## config.mk

```make
export PLATFORM = sky130hd
export DESIGN_NAME = beat_packer
export DESIGN_NICKNAME = d
export VERILOG_FILES = /design/src/rtl/beat_packer.sv
export SDC_FILE = /design/constraint.sdc
export NUM_CORES = 1
export LEC_CHECK = 0
export CAP_MARGIN = 20
export CORE_AREA = 5 5 56 58
export DETAILED_ROUTE_END_ITERATION = 12
export DIE_AREA = 0 0 61 63
export PLACE_DENSITY = 0.77
export SYNTH_ARGS = -nofsm -noshare
export SYNTH_HDL_FRONTEND = slang
export SYNTH_SLANG_ARGS = --single-unit
```

## constraint.sdc

```tcl
create_clock -name clk -period 2.5 [get_ports clk]
set_input_delay 0.375 -clock clk [delete_from_list [all_inputs] [get_ports clk]]
set_output_delay 0.375 -clock clk [all_outputs]
set_load 0.05 [all_outputs]
```

## src/rtl/beat_packer.sv

```systemverilog
// Packs RATIO consecutive WIDTH-bit beats into one word. The word is presented on a
// registered valid/ready output together with its beat count. last_up closes a word early.
module beat_packer #(
  parameter int WIDTH = 4,
  parameter int RATIO = 4,
  localparam int CNTW = $clog2(RATIO) + 1
) (
  input  logic                   clk,
  input  logic                   rst,
  input  logic                   valid_up,
  input  logic [WIDTH-1:0]       data_up,
  input  logic                   last_up,
  output logic                   ready_up,
  output logic                   valid_down,
  output logic [WIDTH*RATIO-1:0] data_down,
  output logic [CNTW-1:0]        count_down,
  input  logic                   ready_down
);

  localparam int IDXW = (RATIO > 1) ? $clog2(RATIO) : 1;
  localparam logic [IDXW-1:0] LAST_IDX = IDXW'(RATIO - 1);

  typedef enum logic {FILL = 1'b0, HOLD = 1'b1} state_t;

  state_t          state;
  logic [IDXW-1:0] idx;
  logic            beat_acc;
  logic            word_acc;

  // data_down doubles as the slot store, so slots not yet written in a word read 0.
  assign valid_down = (state == HOLD);
  assign ready_up   = rst & (!valid_down | ready_down);
  assign beat_acc   = valid_up & ready_up;
  assign word_acc   = valid_down & ready_down;

  // NOTE: all state here updates with non-blocking assignments. Every branch below
  // reads the values from before the clock edge, whatever order the statements are in.
  always_ff @(posedge clk or negedge rst) begin
    if (!rst) begin
      state      <= FILL;
      idx        <= '0;
      data_down  <= '0;
      count_down <= '0;
    end else if (word_acc) begin
      // The word drains. A beat taken in the same cycle opens the next word in slot 0.
      state      <= FILL;
      idx        <= '0;
      count_down <= '0;
      data_down  <= beat_acc ? (WIDTH*RATIO)'(data_up) : '0;
      if (beat_acc) begin
        if (last_up) begin
          state      <= HOLD;
          count_down <= CNTW'(1);
        end else begin
          idx <= IDXW'(1);
        end
      end
    end else if (beat_acc) begin
      data_down[idx*WIDTH +: WIDTH] <= data_up;
      if (idx == LAST_IDX || last_up) begin
        state      <= HOLD;
        count_down <= CNTW'(idx) + CNTW'(1);
        idx        <= '0;
      end else begin
        idx <= idx + IDXW'(1);
      end
    end
  end

endmodule

```

==> results.yml <==
finish:
  syn_to_final_growth_pct: 30.0
  final_cell_mix: "clkdlybuf4s50_1, dfrtp_1, inv_1"
  final_common_cell: "clkdlybuf4s50_1"
  regArea_um2: 551
  nets: 155
  drive_gt1_frac: 0.108
  n_fill_cell: 231
  multi_input_area_um2: 547
  insertedDiodeCount: 0
  final_util: 0.589
timing:
  fin_crit_ns: 2.00
  drv_slew: 0
  fmax_mhz: 499
  max_slew_margin: 0.660
  worst_pin_slew_ns: 0.508
  min_period_over_period: 0.802
  rsz0062_at_grt: "no"
  tns_ns: 0
  setup_violations: 0
  finalHoldViolations: 0
  fin_worst_skew_ns: 0.00643
worst_setup_path:
  crit_path_end_kind: "output pin"
  crit_path_cell_trace: "clkdlybuf4s50_1"
  cp_num_cells: 1
  critPathLaunchType: "register"
  crit_slowest_cell: "clkdlybuf4s50_1"
  arrival_ns: 1.63
  cp.buffers_inverters: 1
  critPathMaxStageDelay_ns: 0.84
  worst-setup-path-type: "reg2out"
  cp_top_family: "buffers and inverters"
  reg2reg_depth: 5
  path_max_fanout: 8
  required_ns: 2.12
run_status:
  outcome: "completed"
grt:
  use_met1: 0.181
  grt.busiest_layer: "met2"
  grt.total_usage: 0.158
  gr-total-overflow: 0
  grt_pass1_vias: 1020
  antenna_found_initial: 0
  grt_pass1_wl_um: 4650
  grt_max_degree: 17
  grtUsageMet2: 0.281
  met3_usage: 0.0145
clocking:
  cts_setup_buffers: 0
  numCtsBuffers: 3
  cts_hold_buffers: 0
  cts_resized: 0
  cts_buffer_depth: 2
  clk_pin_slew_worst_paths_ns: 0.12
  root_buffer: "clkbuf_4"
  htreeDepth: 1
  cts_sinks: 22
  cts_tree: "done"
  worstSkewPairLatency_ns: 0.31
detailed_routing:
  wl_um: 2840
  drt_iter0_drc: 30
  vias: 973
  remaining_drc_errors: 0
  via_per_inst: 5.72
  antenna_left: 0
  dr.pass1.iters: 4
  wl_per_cell_um: 16.7
synthesis:
  netlist_instances: 108
  ys_types: 38
  syn-num-nets: 123
  async_flop_share: 1.00
  synthesis.area_um2: 1180
  ys_seq_area_frac: 0.465
  yosys_warnings: 0
  ys_ff_latch: 22
  synth_edf_count: 0
  ys.flop_type: "dfrtp_1"
  syn_area_per_cell_um2: 11.0
floorplan:
  die-area_um2: 3840
  rows: 19
  die_x_um: 61
  pin_count: 30
  core-area_um2: 2620
  start_util: 0.453
  die_height_um: 63
worst_hold_path:
  hold_path.class: "in2async"
pwr:
  p_total_uw: 974
  peakVddDrop_mv: 0.521
  p_per_area_nw_per_um2: 633
  total_leakage_power_uw: 0.000649
job:
  max_cap_viol_count: 0
placed_design:
  hpwlAfterDp_um: 2260
  place_congestion: 0.846
  io_buffers: 29
[cell type report]
type / instances / area share
flip-flops and latches: 22 / 0.357
multi-input cells: 68 / 0.355
clock buffers: 4 / 0.0236
well taps: 31 / 0.0252
repair buffers: 31 / 0.205
inverters: 14 / 0.0341
[sequential cells by signal, indices dropped and copies added, names as in the netlist]
register / cells
idx: 2
count_down: 3
valid_down: 1
data_down: 16
[worst register-to-register path, delay by kind of cell, from the launching register on]
family                   cells  cell delay (ns)
AO/OA/AOI/OAI                2             0.55
buffers and inverters        1             0.18
AND/OR/NAND/NOR              1             0.24
flip-flops                   1             0.52
adder cells (fa/ha/maj)      1             0.44
[power breakdown]
part	switching, uW	internal (uW)
clock	109	89.0
combinational	228	130
sequential	29.9	389
total	367	608
[per-layer routing]
metal	part of all wire	routed length [um]
met5	0	0
met3	0.036	102
met2	0.53	1500
met4	0.020	57
met1	0.41	1180
[stage by stage]
stage	hold slack (ns)	std cells	cell area [um2]	setup slack, ns
after floorplan	0.0794	108	1180	0.774
after global placement	0.489	166	1500	0.560
after detailed placement	0.497	166	1500	0.540
after CTS	0.393	170	1540	0.494
after global routing	0.392	170	1540	0.400
final	0.395	170	1540	0.495
[cell families (layout without fill, tap and decap cells)]
kind of cell    Yosys count  in the layout  share of synthesized area
mux                       3              3                     0.0338
buf+inv                  18             49                     0.0739
fa+ha+maj                 6              6                     0.0634
simple gates             28             28                      0.152
compound gates           31             31                      0.212
flops                    22             22                      0.465
[synthesized netlist by cell type (2+ instances only)]
master	count	share of area
dfrtp_1	22	0.46
inv_1	14	0.044
a22o_1	8	0.059
ha_1	6	0.063
a21oi_1	5	0.021
nand3_1	5	0.021
o32ai_1	5	0.037
nor2_1	4	0.013
and2_1	3	0.016
nand2_1	3	0.0095
buf_6	2	0.019
mux2_4	2	0.025
nand4b_1	2	0.015
nor4_1	2	0.011
o31ai_1	2	0.013
[path summary, 6_finish.rpt]
check,start,end,slack (ns)
worst max-delay path,valid_down,valid_down,0.50
worst min-delay path,rst,count_down[2],0.39
worst max register to register,idx[0],data_down[0],0.50
worst min register to register,data_down[10],data_down[10],0.52
max in group asynchronous,rst,data_down[15],1.88
min in group clk,data_down[10],data_down[10],0.52
(Power assumes the default switching activity.)
